==> src/rtl/usb_stream_arbiter_pkg.sv <==
// Shared types and constants for the packet-aware USB stream arbiter.
package usb_stream_arbiter_package;

  typedef enum logic [2:0] {
    StIdle,
    StTag,
    StPass,
    StAbort,
    StDrain
  } usb_arb_state_t;

  localparam logic [7:0] COBS_DELIMITER = 8'h00;
  localparam logic [7:0] ARB_TAG_BASE   = 8'h01;

endpackage

==> src/rtl/usb_stream_arbiter_rr_priority_picker.sv <==
// Combinational round-robin picker: first requester after index `last`, wrapping.
module rr_priority_picker #(
  parameter int unsigned N_SRC = 2
) (
  input  logic [N_SRC-1:0]         req,
  input  logic [$clog2(N_SRC)-1:0] last,
  output logic [$clog2(N_SRC)-1:0] gnt_idx,
  output logic                     any
);

  localparam int unsigned IdxW = $clog2(N_SRC);

  always_comb begin
    int unsigned best;
    int unsigned off;
    gnt_idx = '0;
    any     = 1'b0;
    best    = N_SRC;
    off     = 0;
    for (int unsigned j = 0; j < N_SRC; j++) begin
      // Distance from the slot after `last`; smallest distance wins.
      off = (j + 2 * N_SRC - 32'(last) - 1) % N_SRC;
      if (req[j] && off < best) begin
        best    = off;
        gnt_idx = IdxW'(j);
        any     = 1'b1;
      end
    end
  end

endmodule

==> src/rtl/usb_stream_arbiter.sv <==
// Packet-aware round-robin arbiter for COBS byte streams feeding the FT232H FIFO.
// Define USB_STREAM_ARBITER_TAG_EN to prefix each packet with a source tag byte.
module usb_stream_arbiter
  import usb_stream_arbiter_package::*;
#(
  parameter int unsigned N_SRC         = 2,
  parameter int unsigned MAX_PKT_BYTES = 256
) (
  input  logic                     clk,
  input  logic                     rst_n,
  input  logic [N_SRC*8-1:0]       s_tdata,
  input  logic [N_SRC-1:0]         s_tvalid,
  input  logic [N_SRC-1:0]         s_tlast,
  output logic [N_SRC-1:0]         s_tready,
  output logic [7:0]               m_tdata,
  output logic                     m_tvalid,
  output logic                     m_tlast,
  input  logic                     m_tready,
  output logic [$clog2(N_SRC)-1:0] grant,
  output logic                     busy,
  output logic [15:0]              abort_count
);

  localparam int unsigned IdxW = $clog2(N_SRC);

  usb_arb_state_t  state_q, state_d;
  logic [IdxW-1:0] grant_q, grant_d;
  logic [15:0]     byte_cnt_q, byte_cnt_d;
  logic [15:0]     abort_cnt_q, abort_cnt_d;

  logic [IdxW-1:0]  pick_idx;
  logic             pick_any;
  logic [7:0]       src_data;
  logic             src_valid;
  logic             src_last;
  logic [N_SRC-1:0] sel;

  rr_priority_picker #(
    .N_SRC(N_SRC)
  ) u_picker (
    .req    (s_tvalid),
    .last   (grant_q),
    .gnt_idx(pick_idx),
    .any    (pick_any)
  );

  always_comb begin
    src_data  = '0;
    src_valid = 1'b0;
    src_last  = 1'b0;
    sel       = '0;
    for (int unsigned i = 0; i < N_SRC; i++) begin
      if (grant_q == IdxW'(i)) begin
        sel[i]    = 1'b1;
        src_data  = s_tdata[i*8 +: 8];
        src_valid = s_tvalid[i];
        src_last  = s_tlast[i];
      end
    end
  end

  always_comb begin
    state_d     = state_q;
    grant_d     = grant_q;
    byte_cnt_d  = byte_cnt_q;
    abort_cnt_d = abort_cnt_q;
    case (state_q)
      StIdle: begin
        if (pick_any) begin
          grant_d    = pick_idx;
          byte_cnt_d = '0;
`ifdef USB_STREAM_ARBITER_TAG_EN
          state_d    = StTag;
`else
          state_d    = StPass;
`endif
        end
      end
`ifdef USB_STREAM_ARBITER_TAG_EN
      StTag: begin
        if (m_tready) state_d = StPass;
      end
`endif
      StPass: begin
        if (src_valid && m_tready) begin
          byte_cnt_d = byte_cnt_q + 16'd1;
          if (src_last) begin
            state_d = StIdle;
          end else if (byte_cnt_d == 16'(MAX_PKT_BYTES - 1)) begin
            // Leave room for the delimiter that ABORT appends.
            state_d = StAbort;
            if (abort_cnt_q != 16'hFFFF) abort_cnt_d = abort_cnt_q + 16'd1;
          end
        end
      end
      StAbort: begin
        if (m_tready) state_d = StDrain;
      end
      StDrain: begin
        if (src_valid && src_last) state_d = StIdle;
      end
      default: state_d = StIdle;
    endcase
  end

  always_comb begin
    m_tdata  = COBS_DELIMITER;
    m_tvalid = 1'b0;
    m_tlast  = 1'b0;
    s_tready = '0;
    case (state_q)
`ifdef USB_STREAM_ARBITER_TAG_EN
      StTag: begin
        m_tdata  = ARB_TAG_BASE + 8'(grant_q);
        m_tvalid = 1'b1;
      end
`endif
      StPass: begin
        m_tdata  = src_data;
        m_tvalid = src_valid;
        m_tlast  = src_last;
        s_tready = sel & {N_SRC{m_tready}};
      end
      StAbort: begin
        m_tdata  = COBS_DELIMITER;
        m_tvalid = 1'b1;
        m_tlast  = 1'b1;
      end
      StDrain: s_tready = sel;
      default: ;
    endcase
  end

  always_ff @(posedge clk or negedge rst_n) begin
    if (!rst_n) begin
      state_q     <= StIdle;
      grant_q     <= IdxW'(N_SRC - 1);
      byte_cnt_q  <= '0;
      abort_cnt_q <= '0;
    end else begin
      state_q     <= state_d;
      grant_q     <= grant_d;
      byte_cnt_q  <= byte_cnt_d;
      abort_cnt_q <= abort_cnt_d;
    end
  end

  assign grant       = grant_q;
  assign busy        = (state_q != StIdle);
  assign abort_count = abort_cnt_q;

endmodule
==> config.mk <==
export PLATFORM = sky130hd
export DESIGN_NAME = usb_stream_arbiter
export DESIGN_NICKNAME = d
export VERILOG_FILES = /design/src/rtl/usb_stream_arbiter_pkg.sv /design/src/rtl/usb_stream_arbiter_rr_priority_picker.sv /design/src/rtl/usb_stream_arbiter.sv
export SDC_FILE = /design/constraint.sdc
export NUM_CORES = 1
export LEC_CHECK = 0
export ABC_CLOCK_PERIOD_IN_PS = 6480
export CAP_MARGIN = 15
export CORE_MARGIN = 8
export CORE_UTILIZATION = 54
export CTS_BUF_LIST = sky130_fd_sc_hd__clkbuf_8 sky130_fd_sc_hd__clkbuf_16
export DETAILED_ROUTE_END_ITERATION = 12
export PLACE_DENSITY = 0.95
export SYNTH_ARGS = -nofsm -noshare
export SYNTH_HDL_FRONTEND = slang
export SYNTH_HIERARCHICAL = 1
export SYNTH_SLANG_ARGS = --single-unit
==> constraint.sdc <==
create_clock -name clk -period 6.48 [get_ports clk]
set_input_delay 1.62 -clock clk [delete_from_list [all_inputs] [get_ports clk]]
set_output_delay 1.62 -clock clk [all_outputs]
set_load 0.1 [all_outputs]
==> results of run 1 <==
-- area by class of cell --
cell class                 instances  area [um^2]
inverter                           3         11.3
clock buffer                       5         68.8
timing repair buffer              53          526
sequential                        36          902
fill                             285         1120
multi-input combinational        200         1290
clock inverter                     3         23.8
tap                               50         62.6
-- state kept, by name (all words and copies together), names as in the netlist --
signal,cells
abort_count,16
byte_cnt_q,16
state_q,3
grant,1
-- metal layers --
layer | part of all wire [%] | vias to the layer above | wire length [um] | global-route usage, %
li1 | - | 995 | - | -
met1 | 42 | 1005 | 2480 | 20.9
met2 | 49 | 89 | 2920 | 32.4
met3 | 8.1 | 10 | 487 | 5.92
met4 | 1.6 | 0 | 95 | 6.96
met5 | 0 | - | 0 | 0
-- cell families (layout without fill, tap and decap cells) --
family          count (synthesis)  in the layout  synth area share (%)
compound gates                 50             50                  13.6
xor+xnor                       21             21                  8.48
buf+inv                        13             64                  3.05
fa+ha+maj                       3              3                  1.66
flops                          36             36                  40.0
simple gates                  112            112                  26.9
mux                            14             14                  6.37
-- stage by stage --
stage / hold WS (ns) / std cells
6_report: 0.500 / 350
5_1_grt: 0.538 / 350
4_1_cts: 0.501 / 350
3_5_place_dp: 0.486 / 342
3_3_place_gp: 0.477 / 342
2_1_floorplan: 0.459 / 249
-- cells in the final DEF, fill, tap and decap left out, drive strengths merged, types with 3 or more instances in the layout --
master,Yosys,layout
nand2b,4,4
xnor2,16,16
nor3,4,4
a21oi,9,9
xor2,5,5
o31ai,9,9
mux2i,11,11
nand3,16,16
ha,3,3
dfrtp,35,35
inv,3,3
nand2,24,24
nand4,10,10
mux2,3,3
clkbuf,6,5
and3,10,10
and2,3,3
o21ai,21,21
and4,4,4
clkdlybuf4s50,0,51
nor2,28,28
-- critical path, stage by stage --
cell and delay, ns:
clkdlybuf4s50_1 0.51, mux2_2 0.19, inv_1 0.06, a21oi_1 0.16
clkdlybuf4s50_1 1.15
-- power breakdown --
group	leakage (nW)	internal (mW)	switching [mW]
clock network	0.0404	0.0760	0.0856
logic	0.671	0.139	0.408
registers	0.494	0.242	0.0369
total	1.21	0.457	0.531
-- path summary, 6_finish.rpt --
path	startpoint	to	cells past startpoint
worst max-delay path	s_tvalid[1]	m_tvalid	5
worst min-delay path	abort_count[9]	abort_count[9]	1
worst max register to register	byte_cnt_q[0]	abort_count[11]	8
worst min register to register	abort_count[9]	abort_count[9]	1
max in group asynchronous	rst_n	grant	2
min in group asynchronous	rst_n	byte_cnt_q[7]	2
==> qor.log, run 1 <==
[yosys] number of standard cells after synthesis 249
[grt] number of global-route vias before repair 2026
[final_layout] share of final-layout standard cells stronger than drive strength 1 7.00%
[die] die footprint 0.00650 mm^2
[die] initial standard-cell utilization of the core 56.4%
[final_layout] number of diodes 0
[final_layout] Non-Filler Cell Area, Final 0.00288 mm^2
[yosys] YS warnings 6
[grt] initial antenna violation count 0
[critical_path] Crit Path Category in2out
[clock_network] count of hold buffers inserted by post-cts repair 0
[timing] transition time at the pin with the least slew margin 0.987 ns
[clock_network] TritonCTS clock tree built
[yosys] area leader, netlist dfrtp_1
[routing] iteration count of the initial detailed-routing pass 5
[critical_path] endpoint class of the critical path output port
[routing] drc violations 0
[clock_network] CTS root buffer clkbuf_8
[timing] clock skew 0.00585 ns
[timing] RSZ-0062 raised after global routing false
[yosys] synth cell count leaders dfrtp_1, nor2_1, nand2_1
[timing] minimum clock period 5.31 ns
[grt] wire length of the first global-routing pass 9.63 mm
[timing] Max Clk Rate 188 MHz
[routing] iteration-0 DRC count of the detailed router 128
[critical_path] data arrival time of the critical path 3.69 ns
[timing] post-route setup TNS 0 ns
[grt] overall overflow remaining after global route 0
[power_and_ir_drop] worst supply voltage drop on vdd 0.000142 V
[clock_network] clock input transition at the sequential cells of the worst setup and hold paths 0.08 ns
[power_and_ir_drop] Leak Pwr 1.21 nW
[yosys] biggest area contributors in the synthesized netlist dfrtp_1, xnor2_1, mux2i_1
[critical_path] setup slack of the most critical reg-to-reg path 3.10 ns
[power_and_ir_drop] power density over the cells 343 mW/mm^2
[yosys] number of distinct library cells after synthesis 47
[run] number of violations of the max-capacitance limit 0
[power_and_ir_drop] overall power consumption 0.988 mW
[yosys] async set or reset register ratio after synthesis 100%
[grt] Total GRT Usage 18.7%
[timing] Max-Slew Margin vs Limit 34.0%
[yosys] Net Count, Synth 275
[routing] wire length reported by the detailed router 5.98 mm
[final_layout] Final Core Density 72.0%
[yosys] Synth Register Bits 36
[status] status finished clean
[clock_network] number of levels in the clock H-tree 2
[final_layout] Nets 325
[timing] PnR worst setup slack 1.17 ns
[yosys] share of synthesized area occupied by flip-flops and latches 40.0%
[die] height of the die 80.7 um
[die] top-level port count 53
[critical_path] Critical Path Source Type input pin
[critical_path] biggest fanout along the worst timing path 3
[routing] detail-routed net length per standard cell 17.1 um
[yosys] predominant post-synthesis flop cell dfrtp_1
[clock_network] Max Root-Sink Buffers 2
[placement] Buffers on Ports 52
[timing] Max Slew Vio Count 0
[yosys] post-synthesis instance area 0.00226 mm^2
[critical_path] worst endpoint required time 4.86 ns
[yosys] dominant cell by count in the synthesized netlist dfrtp_1
[die] area of the core 0.00400 mm^2
[routing] routed via count divided by cell count 6.00
[clock_network] number of clock sinks 36
[die] die extent in x 80.7 um
[clock_network] Post-CTS Setup Inserts 0
[die] row cnt 23
[yosys] count of flip-flops with a built-in enable after synthesis 0
[placement] pre-CTS worst setup slack 1.19 ns
[timing] final count of hold timing violations 0
[worst_hold_path] class of the most critical hold timing path reg2reg
[grt] maximum number of pins on one net before global-route repair 37
[placement] DP Area 0.00279 mm^2
[yosys] Yosys top cell area share 38.8%
[yosys] mean instance size in the synthesized netlist 9.06 um^2
[clock_network] number of gates given a new drive strength after cts 0
[clock_network] Skew-Pair Late Insertion Delay 0.29 ns
[timing] final clock period utilization by the worst path 82.0%
[final_layout] P&R area growth vs syn 27.6%
[clock_network] CTS Buf Count 5
[timing] count of final setup violators 0
[routing] routed vias 2099
[placement] dpl hpwl 4.37 mm
[routing] Post-DRT Antenna Nets 0
[placement] Final GP Congestion 0.894
No activity file was read; power rests on OpenSTA's default activity.
==> run 2: changes to the inputs <==
--- a/config.mk
+++ b/config.mk
@@ -5,13 +5,13 @@
 export SDC_FILE = /design/constraint.sdc
 export NUM_CORES = 1
 export LEC_CHECK = 0
-export ABC_CLOCK_PERIOD_IN_PS = 6480
+export ABC_CLOCK_PERIOD_IN_PS = 4500
 export CAP_MARGIN = 15
 export CORE_MARGIN = 8
-export CORE_UTILIZATION = 54
+export CORE_UTILIZATION = 45
 export CTS_BUF_LIST = sky130_fd_sc_hd__clkbuf_8 sky130_fd_sc_hd__clkbuf_16
 export DETAILED_ROUTE_END_ITERATION = 12
-export PLACE_DENSITY = 0.95
+export PLACE_DENSITY = 0.87
 export SYNTH_ARGS = -nofsm -noshare
 export SYNTH_HDL_FRONTEND = slang
 export SYNTH_HIERARCHICAL = 1
==> constraint.sdc (replaced) <==
create_clock -name clk -period 4.5 [get_ports clk]
set_input_delay 1.125 -clock clk [delete_from_list [all_inputs] [get_ports clk]]
set_output_delay 1.125 -clock clk [all_outputs]
set_load 0.1 [all_outputs]
==> run 2 against run 1 <==
Net effect:
- register-to-register slack worse by 1.9 ns
- sequential share of layout area down 0.23 points
- largest power group unchanged
- total power up 47%
- cell count up 4.9%
- die area up 16%
- worst setup slack worse by 0.13 ns
- critical endpoint is now s_tready[0]
==> qor.log, run 2 (synthesis results as in run 1) <==
[critical_path] kind of cell adding the most delay to the critical path buffers and inverters
[critical_path] Critical Path Source Type input pin
[timing] minimum clock period 3.46 ns
[final_layout] leading cell type in the layout, fill and taps excluded clkdlybuf4s50_1
[routing] iteration-0 DRC count of the detailed router 126 [-1.6%]
[timing] Max Slew Vio Count 0 [unchanged]
[placement] Final GP Congestion 0.810 [-9.3%]
[final_layout] share of final-layout standard cells stronger than drive strength 1 11.0% [+4.0 points]
[routing] Post-DRT Antenna Nets 0 [unchanged]
[final_layout] P&R area growth vs syn 28.5%
[routing] wire length reported by the detailed router 5.58 mm [-6.7%]
[grt] overall overflow remaining after global route 0 [unchanged]
[die] initial standard-cell utilization of the core 47.2% [-9.3 points]
[timing] transition time at the pin with the least slew margin 1.00 ns [+0.0139 ns]
[worst_hold_path] class of the most critical hold timing path reg2reg
[final_layout] Final Core Density 60.6% [-11 points]
[timing] PnR worst setup slack 1.04 ns [-0.129 ns]
[timing] Max Clk Rate 289 MHz
[critical_path] Buf/Inv on CP 2 [-1]
[grt] Most Used Layer, Global Route met2
[timing] count of final setup violators 0 [unchanged]
[grt] fraction of met2 tracks used by global routing 24.1% [-8.2 points]
[placement] Buffers on Ports 52 [unchanged]
[critical_path] Critical Path Max Stage Delay 0.54 ns [-0.61 ns]
[final_layout] commonest cells after routing, fill and taps aside clkdlybuf4s50_1, dfrtp_1, nor2_1, nand2_1, o21ai_0
[clock_network] number of gates given a new drive strength after cts 0 [unchanged]
[run] number of violations of the max-capacitance limit 0 [unchanged]
[power_and_ir_drop] overall power consumption 1.46 mW [+47%]
[clock_network] Post-CTS Setup Inserts 0 [unchanged]
[timing] final clock period utilization by the worst path 76.9%
[final_layout] Nets 325 [unchanged]
[routing] drc violations 0 [unchanged]
[timing] clock skew 0.00815 ns [+0.00230 ns]
[routing] routed via count divided by cell count 5.62 [-6.3%]
[routing] routed vias 2062 [-1.8%]
[grt] global-route met1 utilization 18.4% [-2.5 points]
[die] die extent in x 86.8 um [+7.7%]
[placement] dpl hpwl 4.05 mm [-7.3%]
[clock_network] Skew-Pair Late Insertion Delay 0.29 ns [about the same]
[timing] post-route setup TNS 0 ns [unchanged]
[clock_network] count of hold buffers inserted by post-cts repair 0 [unchanged]
[power_and_ir_drop] worst supply voltage drop on vdd 0.000300 V [+110%]
[clock_network] clock input transition at the sequential cells of the worst setup and hold paths 0.08 ns [about the same]
[timing] RSZ-0062 raised after global routing false
[critical_path] CP max stage cell clkdlybuf4s50_1
[grt] maximum number of pins on one net before global-route repair 37 [unchanged]
[grt] number of global-route vias before repair 1925 [-5.0%]
[die] area of the core 0.00479 mm^2 [+20%]
[power_and_ir_drop] Leak Pwr 1.24 nW [+2.5%]
[die] height of the die 86.8 um [+7.7%]
[critical_path] worst reg2reg startpoint byte_cnt_q[0]
[die] die footprint 0.00754 mm^2 [+16%]
[die] row cnt 25 [+8.7%]
[clock_network] Max Root-Sink Buffers 2 [unchanged]
[routing] detail-routed net length per standard cell 15.2 um [-11%]
[timing] final count of hold timing violations 0 [unchanged]
[critical_path] biggest fanout along the worst timing path 4 [+1]
[clock_network] number of levels in the clock H-tree 2 [unchanged]
[final_layout] number of diodes 0 [unchanged]
[placement] pre-CTS worst setup slack 1.04 ns [-0.144 ns]
[grt] M3 GR Usage 4.25% [-1.7 points]
[status] status finished clean
[clock_network] number of clock sinks 36 [unchanged]
[critical_path] series of cell instances along the critical path clkdlybuf4s50_1 > nand2_1 > a211oi_2 > buf_4
[grt] wire length of the first global-routing pass 9.24 mm [-4.1%]
[clock_network] CTS Buf Count 5 [unchanged]
[grt] initial antenna violation count 0 [unchanged]
[final_layout] count of fill cells added during filler insertion 416 [+46%]
[routing] iteration count of the initial detailed-routing pass 5 [unchanged]
[critical_path] Crit Path Category in2out
[die] top-level port count 53 [unchanged]
[timing] final-layout worst hold slack 0.502 ns [+0.00170 ns]
[power_and_ir_drop] power density over the cells 502 mW/mm^2 [+46%]
[critical_path] endpoint class of the critical path output port
[clock_network] TritonCTS clock tree built
[clock_network] CTS root buffer clkbuf_8
[timing] Max-Slew Margin vs Limit 33.0% [-0.93 points]
[critical_path] worst endpoint required time 3.38 ns [-1.48 ns]
[critical_path] Critical Path Start m_tready
[grt] Total GRT Usage 15.0% [-3.7 points]
[critical_path] data arrival time of the critical path 2.34 ns [-1.35 ns]
[worst_hold_path] Worst Hold Launch abort_count[9]
-- run 2: path summary, 6_finish.rpt --
check / endpoint / slack (ns) / cells past startpoint
setup / recovery: s_tready[0] / 1.04 / 4
min in group asynchronous: byte_cnt_q[8] / 1.24 / 2
hold / removal: abort_count[9] / 0.50 / 1
max in group asynchronous: grant / 2.90 / 2
hold reg to reg: abort_count[9] / 0.50 / 1
setup reg to reg: abort_count[1] / 1.25 / 7
-- run 2: worst reg2reg max path, delay by kind of cell, from the launching register on --
kind                       cells  cell delay [ns]
adders and majority gates      1             0.30
DFF                            1             0.44
muxes                          1             0.42
and+or+nand+nor                4             1.71
AOI/OAI and AO/OA              1             0.27
-- run 2: area by class of cell --
cell class / count / area (um^2) / area share (%)
clock buffer: 5 / 68.8 / 2.37
tap: 67 / 83.8 / 2.89
sequential: 36 / 902 / 31.1
multi-input combinational: 200 / 1290 / 44.5
timing repair buffer: 53 / 498 / 17.2
inverter: 3 / 11.3 / 0.388
clock inverter: 3 / 46.3 / 1.60
-- run 2: metrics by stage --
| stage | cells | cell area [um^2] |
|---|---|---|
| 3_3_place_gp | 359 | 2790 |
| 4_1_cts | 367 | 2900 |
| 5_1_grt | 367 | 2900 |
| 2_1_floorplan | 249 | 2260 |
| 3_5_place_dp | 359 | 2790 |
| 6_report | 367 | 2900 |
-- run 2: routing by layer --
metal  part of all wire (%)  up-vias
met5                      0        -
met4                    2.1        0
met3                    7.9       11
met2                     46       75
met1                     44      978
li1                       -      998
-- run 2: power breakdown --
group | internal [mW] | total (mW) | switching, mW
sequential | 0.348 | 0.400 | 0.0521
combinational | 0.188 | 0.767 | 0.580
clock | 0.167 | 0.289 | 0.122
total | 0.703 | 1.46 | 0.754
==> run 3: changes to the inputs <==
--- a/config.mk
+++ b/config.mk
@@ -5,7 +5,7 @@
 export SDC_FILE = /design/constraint.sdc
 export NUM_CORES = 1
 export LEC_CHECK = 0
-export ABC_CLOCK_PERIOD_IN_PS = 4500
+export ABC_CLOCK_PERIOD_IN_PS = 2900
 export CAP_MARGIN = 15
 export CORE_MARGIN = 8
 export CORE_UTILIZATION = 45
==> constraint.sdc (replaced) <==
create_clock -name clk -period 2.9 [get_ports clk]
set_input_delay 0.725 -clock clk [delete_from_list [all_inputs] [get_ports clk]]
set_output_delay 0.725 -clock clk [all_outputs]
set_load 0.1 [all_outputs]
==> run 3 against run 2 <==
Net effect:
- highest routed layer unchanged
- critical path depth increased by 4
- hold slack worse by 0.0055 ns
- global-route usage grew 0.65 points
- sequential share of layout area is 2.3 points lower
- largest cell class unchanged
- wire length is 1.1% higher
- clock skew is 0.0027 ns lower
- worst setup slack lost 0.86 ns
- combinational power increased by 100%
- register-to-register slack got worse by 1.1 ns
- flip-flop and latch count unchanged
- first-iteration DRC count is 0.79% lower
- sequential power increased by 48%
==> qor.log, run 3 (synthesis results as in run 1) <==
[status] status finished clean
[routing] iteration count of the initial detailed-routing pass 4 [-1]
[final_layout] Nets 332 [+2.2%]
[clock_network] CTS Buf Count 5 [unchanged]
[routing] detail-routed net length per standard cell 15.1 um [-0.82%]
[die] height of the die 86.8 um [unchanged]
[critical_path] worst reg2reg startpoint byte_cnt_q[0]
[critical_path] Crit Path Category reg2reg
[routing] iteration-0 DRC count of the detailed router 125 [-0.79%]
[critical_path] worst endpoint required time 3.08 ns [-0.30 ns]
[critical_path] biggest fanout along the worst timing path 16 [+12]
[timing] Max Clk Rate 367 MHz
[worst_hold_path] worst hold path stage count 1 [unchanged]
[routing] drc violations 0 [unchanged]
[grt] maximum number of pins on one net before global-route repair 37 [unchanged]
[critical_path] Buf/Inv on CP 1 [-1]
[final_layout] total area of sequential cells 902 um^2 [unchanged]
[clock_network] Skew-Pair Late Insertion Delay 0.29 ns [about the same]
[timing] transition time at the pin with the least slew margin 0.704 ns [-0.298 ns]
[final_layout] count of fill cells added during filler insertion 407 [-2.2%]
[grt] overall overflow remaining after global route 0 [unchanged]
[power_and_ir_drop] power density over the cells 829 mW/mm^2 [+65%]
[clock_network] count of hold buffers inserted by post-cts repair 0 [unchanged]
[final_layout] commonest cells after routing, fill and taps aside dfrtp_1, buf_4, nand2_1, clkdlybuf4s50_1, o21ai_0
[placement] Buffers on Ports 52 [unchanged]
[placement] DP Area 0.00302 mm^2 [+8.4%]
[critical_path] CP max stage cell or4b_1
[routing] routed vias 2101 [+1.9%]
[placement] Final GP Congestion 0.896 [+11%]
[routing] Post-DRT Antenna Nets 0 [unchanged]
[grt] wire length of the first global-routing pass 9.69 mm [+4.8%]
[die] die extent in x 86.8 um [unchanged]
[timing] Max-Slew Margin vs Limit 53.0% [+20 points]
[timing] final-layout worst hold slack 0.496 ns [-0.00555 ns]
[run] number of violations of the max-capacitance limit 0 [unchanged]
[clock_network] Max Root-Sink Buffers 2 [unchanged]
[final_layout] leading cell type in the layout, fill and taps excluded dfrtp_1
[worst_hold_path] Worst Hold Launch abort_count[13]
[critical_path] Critical Path Source Type register
[clock_network] number of levels in the clock H-tree 2 [unchanged]
[routing] routed via count divided by cell count 5.62 [about the same]
[timing] final clock period utilization by the worst path 94.0%
[placement] dpl hpwl 4.28 mm [+5.8%]
[clock_network] number of clock sinks 36 [unchanged]
[timing] count of final setup violators 0 [unchanged]
[die] initial standard-cell utilization of the core 47.2% [unchanged]
[power_and_ir_drop] worst supply voltage drop on vdd 0.000539 V [+80%]
[critical_path] series of cell instances along the critical path ha_1 > and3_2 > nand3_4 > or4b_1 > a32o_2 > nor4_4 > buf_4 > mux2_2
[critical_path] kind of cell adding the most delay to the critical path simple AND/OR/NAND/NOR gates
[critical_path] endpoint class of the critical path register
[timing] clock skew 0.00542 ns [-0.00273 ns]
[die] die footprint 0.00754 mm^2 [unchanged]
[clock_network] clock input transition at the sequential cells of the worst setup and hold paths 0.07 ns [about the same]
[die] area of the core 0.00479 mm^2 [unchanged]
[timing] RSZ-0062 raised after global routing false
[die] row cnt 25 [unchanged]
[grt] Total GRT Usage 15.7% [+0.65 points]
[final_layout] number of diodes 0 [unchanged]
[die] top-level port count 53 [unchanged]
[final_layout] multi-input combinational cell area 0.00136 mm^2 [+4.9%]
[worst_hold_path] class of the most critical hold timing path reg2reg
[power_and_ir_drop] Leak Pwr 1.37 nW [+11%]
[final_layout] Non-Filler Cell Area, Final 0.00313 mm^2 [+7.8%]
[final_layout] share of final-layout standard cells stronger than drive strength 1 22.1% [+11 points]
[routing] wire length reported by the detailed router 5.64 mm [+1.1%]
[critical_path] Critical Path Max Stage Delay 0.48 ns [-0.06 ns]
[critical_path] Critical Path Start byte_cnt_q[0]
[critical_path] data arrival time of the critical path 2.90 ns [+0.56 ns]
[critical_path] instance count on the critical path 8 [+4]
[clock_network] Post-CTS Setup Inserts 0 [unchanged]
[grt] initial antenna violation count 0 [unchanged]
[clock_network] number of gates given a new drive strength after cts 0 [unchanged]
[grt] number of global-route vias before repair 2104 [+9.3%]
[clock_network] TritonCTS clock tree built
[final_layout] P&R area growth vs syn 38.6%
[clock_network] CTS root buffer clkbuf_8
[timing] Max Slew Vio Count 0 [unchanged]
[timing] final count of hold timing violations 0 [unchanged]
[timing] minimum clock period 2.72 ns
[critical_path] count of cells along the worst register-to-register path 8 [+1]
[run 3: cell types whose count changed in the layout (fill, tap and decap cells not counted), moves of 2 or more]
| cell | change |
|---|---|
| a21oi_1 | -2 |
| a21oi_2 | +2 |
| buf_12 | +13 |
| buf_4 | +12 |
| clkdlybuf4s50_1 | -18 |
| nor2_1 | -8 |
| nor2_4 | +7 |
[run 3: final timing paths]
check	slack (ns)	to
min reg2reg	0.50	abort_count[13]
max	0.18	abort_count[1]
max reg2reg	0.18	abort_count[1]
max in group asynchronous	1.70	grant
min in group asynchronous	0.85	byte_cnt_q[0]
min	0.50	abort_count[13]
[run 3: layout make-up]
type / count / area share (%)
flip-flops and latches: 36 / 28.8
multi-input cells: 200 / 43.3
clock inverters: 3 / 1.24
well taps: 67 / 2.68
inverters: 3 / 0.360
repair buffers: 60 / 21.4
clock buffers: 5 / 2.20
[run 3: power breakdown]
group          internal, mW  switching (mW)
combinational         0.542            1.03
sequential            0.540          0.0521
clock                 0.252           0.179
total                  1.33            1.26
[run 3: per-layer routing]
layer	GRT usage, %	vias to the layer above	routed length [um]
li1	-	1011	-
met2	26.6	83	2650
met3	3.78	7	411
met4	5.95	0	94
met1	18.6	1000	2490
met5	0	-	0
[run 3: metrics by stage]
step	instances	utilization [%]	worst slack [ns]	total power, mW	TNS, ns
2_1_floorplan	249	-	-0.0371	1.64	-0.0371
3_3_place_gp	366	63.1	0.220	2.15	0
3_5_place_dp	366	63.1	0.194	2.18	0
4_1_cts	374	65.4	0.175	2.61	0
5_1_grt	374	65.4	0.0189	2.70	0
6_report	374	65.4	0.175	2.59	0
